## config.mk

```make
export PLATFORM = sky130hd
export DESIGN_NAME = led_frame_loader
export DESIGN_NICKNAME = d
export VERILOG_FILES = /design/src/rtl/charlieplex_pkg.sv /design/src/rtl/led_shadow_buf.sv /design/src/rtl/led_frame_loader.sv
export SDC_FILE = /design/constraint.sdc
export NUM_CORES = 1
export LEC_CHECK = 0
export ABC_AREA = 1
export ABC_CLOCK_PERIOD_IN_PS = 4400
export BUFFER_PORTS_ARGS = -buffer_cell sky130_fd_sc_hd__buf_2
export CORE_ASPECT_RATIO = 1.2
export CORE_UTILIZATION = 54
export CTS_CLUSTER_DIAMETER = 50
export CTS_CLUSTER_SIZE = 30
export DETAILED_ROUTE_END_ITERATION = 16
export PLACE_DENSITY = 0.75
export SLEW_MARGIN = 15
export SYNTH_ARGS = -nofsm -noshare
export SYNTH_HDL_FRONTEND = slang
export SYNTH_SLANG_ARGS = --single-unit
export TNS_END_PERCENT = 5
```

## constraint.sdc

```tcl
create_clock -name clock -period 4.4 [get_ports clock]
set_input_delay 0.44 -clock clock [delete_from_list [all_inputs] [get_ports clock]]
set_output_delay 0.44 -clock clock [all_outputs]
set_load 0.05 [all_outputs]
```

## src/rtl/charlieplex_pkg.sv

```systemverilog
// Shared constants and types for the charlieplex matrix loader and driver.
package charlieplex_pkg;

  localparam int unsigned NUM_LEDS        = 144;
  localparam int unsigned LEDS_PER_MATRIX = 72;
  localparam int unsigned BYTES_PER_FRAME = NUM_LEDS / 8;
  localparam int unsigned BYTE_IDX_W      = 5;

  typedef enum logic [1:0] {
    IDLE    = 2'd0,
    LOAD    = 2'd1,
    PENDING = 2'd2
  } loader_state_e;

endpackage

```

## src/rtl/led_shadow_buf.sv

```systemverilog
// Byte-addressed frame shadow register with a full-width parallel read port.
module led_shadow_buf
  import charlieplex_pkg::*;
#(
  parameter int unsigned NUM_BYTES = BYTES_PER_FRAME
) (
  input  logic                   clock,
  input  logic                   aclr_n,
  input  logic                   we,
  input  logic [BYTE_IDX_W-1:0]  idx,
  input  logic [7:0]             data,
  output logic [8*NUM_BYTES-1:0] frame
);

  logic [7:0] mem_q [NUM_BYTES];

  always_ff @(posedge clock or negedge aclr_n) begin
    if (!aclr_n) begin
      for (int unsigned i = 0; i < NUM_BYTES; i++) mem_q[i] <= '0;
    end else if (we) begin
      for (int unsigned i = 0; i < NUM_BYTES; i++) begin
        if (idx == BYTE_IDX_W'(i)) mem_q[i] <= data;
      end
    end
  end

  for (genvar g = 0; g < NUM_BYTES; g++) begin : g_pack
    assign frame[8*g +: 8] = mem_q[g];
  end

endmodule

```

## src/rtl/led_frame_loader.sv

```systemverilog
// Assembles byte-streamed LED frames into a shadow buffer and commits them
// to led_state only at end of scan, so the driver never sees a torn frame.
module led_frame_loader #(
  parameter int unsigned NUM_LEDS        = charlieplex_pkg::NUM_LEDS,
  parameter int unsigned BYTES_PER_FRAME = NUM_LEDS / 8,
  parameter int unsigned SYNC_SWAP       = 1
) (
  input  logic                clock,
  input  logic                aclr_n,
  input  logic [7:0]          wr_data,
  input  logic                wr_valid,
  input  logic                wr_sof,
  output logic                wr_ready,
  input  logic                scan_sync,
  output logic [NUM_LEDS-1:0] led_state,
  output logic                frame_pending,
  output logic                frame_done,
  output logic                frame_err
);

  import charlieplex_pkg::*;

  localparam int unsigned         IDX_W    = BYTE_IDX_W;
  localparam logic [IDX_W-1:0]    LAST_IDX = IDX_W'(BYTES_PER_FRAME - 1);

  if ((NUM_LEDS % 8) != 0 || BYTES_PER_FRAME != NUM_LEDS / 8 ||
      BYTES_PER_FRAME > (1 << IDX_W)) begin : g_bad_cfg
    $error("led_frame_loader: NUM_LEDS must be a multiple of 8 and fit the byte index");
  end

  loader_state_e       state_q, state_d;
  logic [IDX_W-1:0]    idx_q, idx_d;
  logic [IDX_W-1:0]    buf_idx;
  logic                buf_we;
  logic                accept;
  logic                commit;
  logic                err_d;
  logic [NUM_LEDS-1:0] shadow;

  assign wr_ready      = (state_q != PENDING);
  assign frame_pending = (state_q == PENDING) && (SYNC_SWAP != 0);
  assign accept        = wr_valid && wr_ready;

  led_shadow_buf #(.NUM_BYTES(BYTES_PER_FRAME)) u_shadow (
    .clock (clock),
    .aclr_n(aclr_n),
    .we    (buf_we),
    .idx   (buf_idx),
    .data  (wr_data),
    .frame (shadow)
  );

  // Next-state, shadow write steering and pulse decode.
  always_comb begin
    state_d = state_q;
    idx_d   = idx_q;
    buf_we  = 1'b0;
    buf_idx = idx_q;
    commit  = 1'b0;
    err_d   = 1'b0;
    case (state_q)
      IDLE: begin
        if (accept) begin
          if (wr_sof) begin
            buf_we  = 1'b1;
            buf_idx = '0;
            idx_d   = IDX_W'(1);
            state_d = LOAD;
          end else begin
            err_d = 1'b1;
          end
        end
      end
      LOAD: begin
        if (accept) begin
          buf_we = 1'b1;
          if (wr_sof) begin
            // Restart: earlier bytes of the abandoned frame stay as stale data.
            err_d   = 1'b1;
            buf_idx = '0;
            idx_d   = IDX_W'(1);
          end else if (idx_q == LAST_IDX) begin
            idx_d   = '0;
            state_d = PENDING;
          end else begin
            idx_d = idx_q + IDX_W'(1);
          end
        end
      end
      PENDING: begin
        if (scan_sync || SYNC_SWAP == 0) begin
          commit  = 1'b1;
          state_d = IDLE;
        end
      end
      default: state_d = IDLE;
    endcase
  end

  always_ff @(posedge clock or negedge aclr_n) begin
    if (!aclr_n) begin
      state_q    <= IDLE;
      idx_q      <= '0;
      led_state  <= '0;
      frame_done <= 1'b0;
      frame_err  <= 1'b0;
    end else begin
      state_q    <= state_d;
      idx_q      <= idx_d;
      frame_done <= commit;
      frame_err  <= err_d;
      if (commit) led_state <= shadow;
    end
  end

endmodule

```

Yosys cells after proc, flatten, opt, wreduce, memory -nomap -nowiden
Cells that the tools add are included.
Word-level totals
  register bits: 297
  input port bits: 13
  word-level logic and storage cells: 101
Cells by class
  $add $sub $neg: 1
  equality and inequality tests: 27
  mux-type cells: 25
  reductions and logical operators: 25
Operators with widths (number)
  5-bit by 4-bit == test with 1-bit output (second input constant): 8
  5-bit 2-to-1 mux: 8
  2-bit AND reduction: 18
  5-bit by 3-bit == test with 1-bit output (second input constant): 4
  5-bit == test (second input constant): 3
  2-bit inequality test (second input constant): 7
  2-bit 2-to-1 mux: 6
  5-bit by 2-bit == test with 1-bit output (second input constant): 2
  5-bit one-hot mux with 2 select lines: 1
  1-bit 2-to-1 mux: 7
  2-bit one-hot mux with 3 select lines: 1
  6-bit AND reduction: 1
  5-bit by 1-bit adder with 5-bit output (second input constant): 1
  5-bit by 1-bit == test with 1-bit output (second input constant): 1
  5-bit logical NOT: 1
  1-bit one-hot mux with 2 select lines: 2
  4-bit AND reduction: 1
  2-bit by 1-bit == test with 1-bit output (second input constant): 1
  2-bit == test (second input constant): 1
  2-bit logical NOT: 1
  2-bit nonzero test: 1
  2-bit OR reduction: 1
  1-bit logical AND: 1

Depth between registers and ports, before layout
  depth after elaboration: 6
  gate-level depth with buffers: 9

Modules after synthesis
A second synthesis with hierarchy kept.
Second synthesis, totals
  cells, all modules: 1369
  area, all modules: 11802.6 um2
Modules (own cells, without submodules)
  led_frame_loader: instances 1, cells an instance 703, area each 6015.8 um2
  led_shadow_buf: instances 1, cells an instance 666, area each 5786.8 um2

Least setup slack after synthesis
Ideal clock, no wire load.
  kind: flip-flop to flip-flop
  start point: register state_q[0]
  end point: register led_state[28]
  arrival time: 2.424 ns
  slack: 1.857 ns
  cell stages (with the launch flop): 9
  buffers on the path: 2
  cells stage by stage: dfrtp_1 nor2_1 inv_1 nor2_1 inv_2 buf_2 clkbuf_1 nand2_1 nand2_1
On the way
  longest elaborated chain between the ends: 2
Ends and longest elaborated chain
  from (decl): RTL line led_frame_loader.sv:31  | loader_state_e state_q, state_d;
  from (signal assigned): RTL line led_frame_loader.sv:108  | state_q <= state_d;
  2-bit == test
  net frame_pending: RTL line led_frame_loader.sv:16  | output logic frame_pending,
  1-bit 2-to-1 mux: RTL line led_frame_loader.sv:61  | case (state_q)
  to (signal assigned): RTL line led_frame_loader.sv:112  | if (commit) led_state <= shadow;
  to (decl): RTL line led_frame_loader.sv:15  | output logic [NUM_LEDS-1:0] led_state,
The timed path passes the listed nets, and every way through them passes these cells.
A chain may end at the register's enable or synchronous reset.

Final worst setup path
  start point: register state_q[1]
  end point: register u_shadow.mem_q (netlist bit u_shadow.frame[23])
On the way
  longest elaborated chain between the ends: 6
  elaborated cells between the ends (all ways): 12
Ends and longest elaborated chain
  2-bit inequality test: RTL line led_frame_loader.sv:40  | assign wr_ready = (state_q != PENDING);
  1-bit logical AND: RTL line led_frame_loader.sv:42  | assign accept = wr_valid && wr_ready;
  5-bit 2-to-1 mux: RTL line led_frame_loader.sv:63  | if (accept) begin
  5-bit 2-to-1 mux
  5-bit by 2-bit == test with 1-bit output: RTL line led_shadow_buf.sv:22  | if (idx == BYTE_IDX_W'(i)) mem_q[i] <= data;
  2-bit AND reduction (no line) *
  to (signal, indexed assignment): RTL line led_shadow_buf.sv:22
  to (decl): RTL line led_shadow_buf.sv:15  | logic [7:0] mem_q [NUM_BYTES];
Mark *: on every way between the ends. The rest lies on a longest branch, timed or not.

==> reports/metrics.json <==
{
  "pre_cts_ws_ns": 1.57,
  "place_hpwl_microns": 16700,
  "grt_busiest_layer": "met2",
  "synth.yosys.seq_area_share_pct": 63.3,
  "ctsResizeCount": 0,
  "final.hold.worst_slack_ns": 0.0791,
  "cts_root_buf": "clkbuf_16",
  "finish.net_count": 1458,
  "power_frac_clock_pct": 26.4,
  "placementRows": 58,
  "power_density_nw_per_um2": 610,
  "grt_antenna_before_repair": 0,
  "leak_pwr_uw": 0.00786,
  "synth_nets": 1343,
  "worst_r2r_endpoint": "u_shadow.frame[23]$_DFFE_PN0P_",
  "first_pass_grt_wire_length_microns": 43700,
  "final_core_util_pct": 63.4,
  "grtUsageTotal_pct": 24.8,
  "regToRegSetupSlack_ns": 1.66,
  "fp.dieArea_sq_um": 22300,
  "first_global_vias": 8589,
  "global_route.overflow_total": 0,
  "num_vias": 9094,
  "core-area_sq_um": 21100,
  "grt.met1_usage_pct": 35.0,
  "floorplan.initialDensity_pct": 55.6,
  "finalCritPeriodShare_pct": 62.2,
  "clock_skew_after_layout_ns": 0.0188,
  "drt_iter0_markers": 685,
  "run_status": "finished clean",
  "area.sequential_sq_um": 7430,
  "worst_skew_pair.late_latency_ns": 0.52,
  "final_period_minus_worst_setup_slack_ns": 2.74,
  "fin_area_sq_um": 13400,
  "cts_tree": "done",
  "path_delay_family": "simple AND/OR/NAND/NOR gates",
  "netlist.top_cell.by_area": "dfrtp_1",
  "crit_end": "u_shadow.frame[23]$_DFFE_PN0P_",
  "cp.buffers_inverters": 1,
  "worst_r2r_path_depth": 8,
  "cts.clk_slew.worst_paths_ns": 0.09,
  "max_slew.worst_pin.slew_ns": 1.02,
  "max-slew-margin-rel_pct": 32.0,
  "cts.htree.levels": 1,
  "final_antenna_net_count": 0,
  "final_number_of_max_transition_violations": 0,
  "worstPathCellList": "inv_2, nand3_2, nand2_2, nand2_4, nor2_4, nand2_1, nand2_1, nand2_1",
  "multiInputGateArea_sq_um": 3870,
  "detail_route.first_pass.iterations": 4,
  "syn_area_sq_um": 11700,
  "switching_share_pct": 39.9,
  "die_h_microns": 163,
  "route.detailed.wl_per_inst_microns": 15.6,
  "synth_largest_type_area_fraction_pct": 63.3,
  "worstSetupEndpointType": "flop",
  "grtUsageMet3_pct": 2.73,
  "synth.ff_latch_count": 297,
  "port-buffer-count": 160,
  "met2_usage_pct": 41.0,
  "rsz0062_at_grt": "false",
  "postCtsSetupBuffers": 0,
  "via_per_instance_ratio": 5.27,
  "largest_net_degree_at_the_start_of_global_routing": 140,
  "startpoint": "state_q[1]$_DFFE_PN0P_",
  "die-width_microns": 137,
  "fillers": 1823,
  "power_report.internal_total_uw": 4910,
  "critical_path_peak_fanout": 36,
  "rr_startpoint": "state_q[1]$_DFFE_PN0P_",
  "area_delta_synth_final_pct": 14.1,
  "finalSetupTns_ns": 0,
  "cp_data_arrival_time_ns": 3.15,
  "route.final.wire_length_microns": 27000,
  "criticalPathCategory": "reg2reg",
  "synthesis.instances": 1328,
  "yosys.cell_types.count": 27,
  "tritoncts.num_buffers": 20,
  "cp-start-kind": "flop",
  "highest_count_cells_in_the_layout_ignoring_fill_and_taps": "nand2_1, dfrtp_1, buf_2",
  "power.net_switching_uw": 3260,
  "tritoncts_num_sinks": 297,
  "comb_power_share_pct": 29.3,
  "yosysWarnings": 0,
  "drive_above_1_share_pct": 15.5,
  "placed_area_sq_um": 12600,
  "postSynthAreaPerCell_sq_um": 8.83,
  "p_seq_share_pct": 44.3,
  "critical-path-max-stage-delay_ns": 0.63,
  "timing.fmax_mhz": 365,
  "drcViolationCount": 0,
  "area_contributors_post_synth": "dfrtp_1, nand2_1, nand3_1",
  "worst-path-stages": 8,
  "max_cap_violations": 0,
  "maximum_buffer_depth_of_the_clock_tree": 3,
  "gp_routability_congestion": 0.822,
  "number_of_antenna_repair_diodes": 0,
  "hp-class": "in2async",
  "cell_type_of_the_slowest_stage_on_the_worst_timing_path": "nor2_4",
  "req_time_crit_path_ns": 4.81,
  "mostFrequentLayoutCell": "nand2_1",
  "final_hold_viol_count": 0,
  "postCtsHoldBufs": 0,
  "layout_setup_ws_ns": 1.66,
  "vdd_ir_drop_max_mv": 0.470,
  "timing.critical_path.mode_cell": "nand2_1",
  "final-setup-viol-count": 0,
  "io_pins": 161
}
-- registers in the layout, indices dropped and copies added (netlist names) --
signal,flops
frame_err,1
frame_done,1
idx_q,5
led_state,144
u_shadow.frame,144
state_q,2
-- per-stage QoR --
step,power (uW),instances
3_3_place_gp,6020,1691
6_report,8170,1727
4_1_cts,8240,1727
2_1_floorplan,5460,1328
5_1_grt,8610,1727
3_5_place_dp,6080,1691
-- cell type report --
type                            count  share of cell area, %
Sequential cell                   297                   55.5
Multi-Input combinational cell    932                   28.9
Timing Repair Buffer              168                   6.69
Clock buffer                       21                   3.92
Tap cell                          270                   2.52
Clock inverter                     15                   1.79
Inverter                           24                  0.691
-- power by group through the flow --
stage / combinational [uW] / sequential (uW) / clock [uW]
finish: 2390 / 3620 / 2150
global route: 2610 / 3690 / 2300
CTS: 2420 / 3630 / 2200
detailed placement: 2410 / 3670 / 0
global placement: 2360 / 3660 / 0
floorplan: 963 / 4500 / 0
-- how the worst min path moves through the flow --
stage,depth (start not counted),end,start,slack (ns)
after detailed placement,2,led_state[126]$_DFFE_PN0P_,led_state[126]$_DFFE_PN0P_,0.45
after floorplan,0,frame_done$_DFF_PN0_,aclr_n,0.14
after global routing,1,led_state[48]$_DFFE_PN0P_,aclr_n,0.13
final,1,led_state[44]$_DFFE_PN0P_,aclr_n,0.08
after global placement,2,led_state[37]$_DFFE_PN0P_,led_state[37]$_DFFE_PN0P_,0.45
after CTS,1,led_state[42]$_DFFE_PN0P_,aclr_n,0.11
-- cells in the mapped netlist --
library cell	n
nor2_4	3
nand2_2	1
buf_4	10
xor2_1	2
clkinv_1	1
nand3b_1	1
nor2_2	5
buf_1	5
a21oi_1	3
o21ai_0	9
clkbuf_1	35
nor3_1	1
or2_2	1
nor2_1	11
nand2_4	1
a31oi_1	1
nand4_1	34
nand3_1	111
ha_1	2
dfrtp_1	297
o21ai_1	9
buf_2	25
inv_2	5
o21ai_2	2
nand2_1	732
inv_1	18
nand3_2	3
-- metal layers --
| metal | part of all wire (%) | up-vias |
|---|---|---|
| met5 | 0 | - |
| met4 | 2.1 | 0 |
| met3 | 5.1 | 40 |
| met2 | 49 | 257 |
| met1 | 44 | 4402 |
| li1 | - | 4395 |
-- cell families (layout without fill, tap and decap cells) --
family          after synthesis  count (layout)  share of synthesized area (%)
simple gates                904             904                           31.4
flops                       297             297                           63.3
fa+ha+maj                     2               2                          0.213
xor+xnor                      2               2                          0.149
buf+inv                      99             228                           3.75
compound gates               24              24                           1.10
No activity file was read; power rests on OpenSTA's default activity.
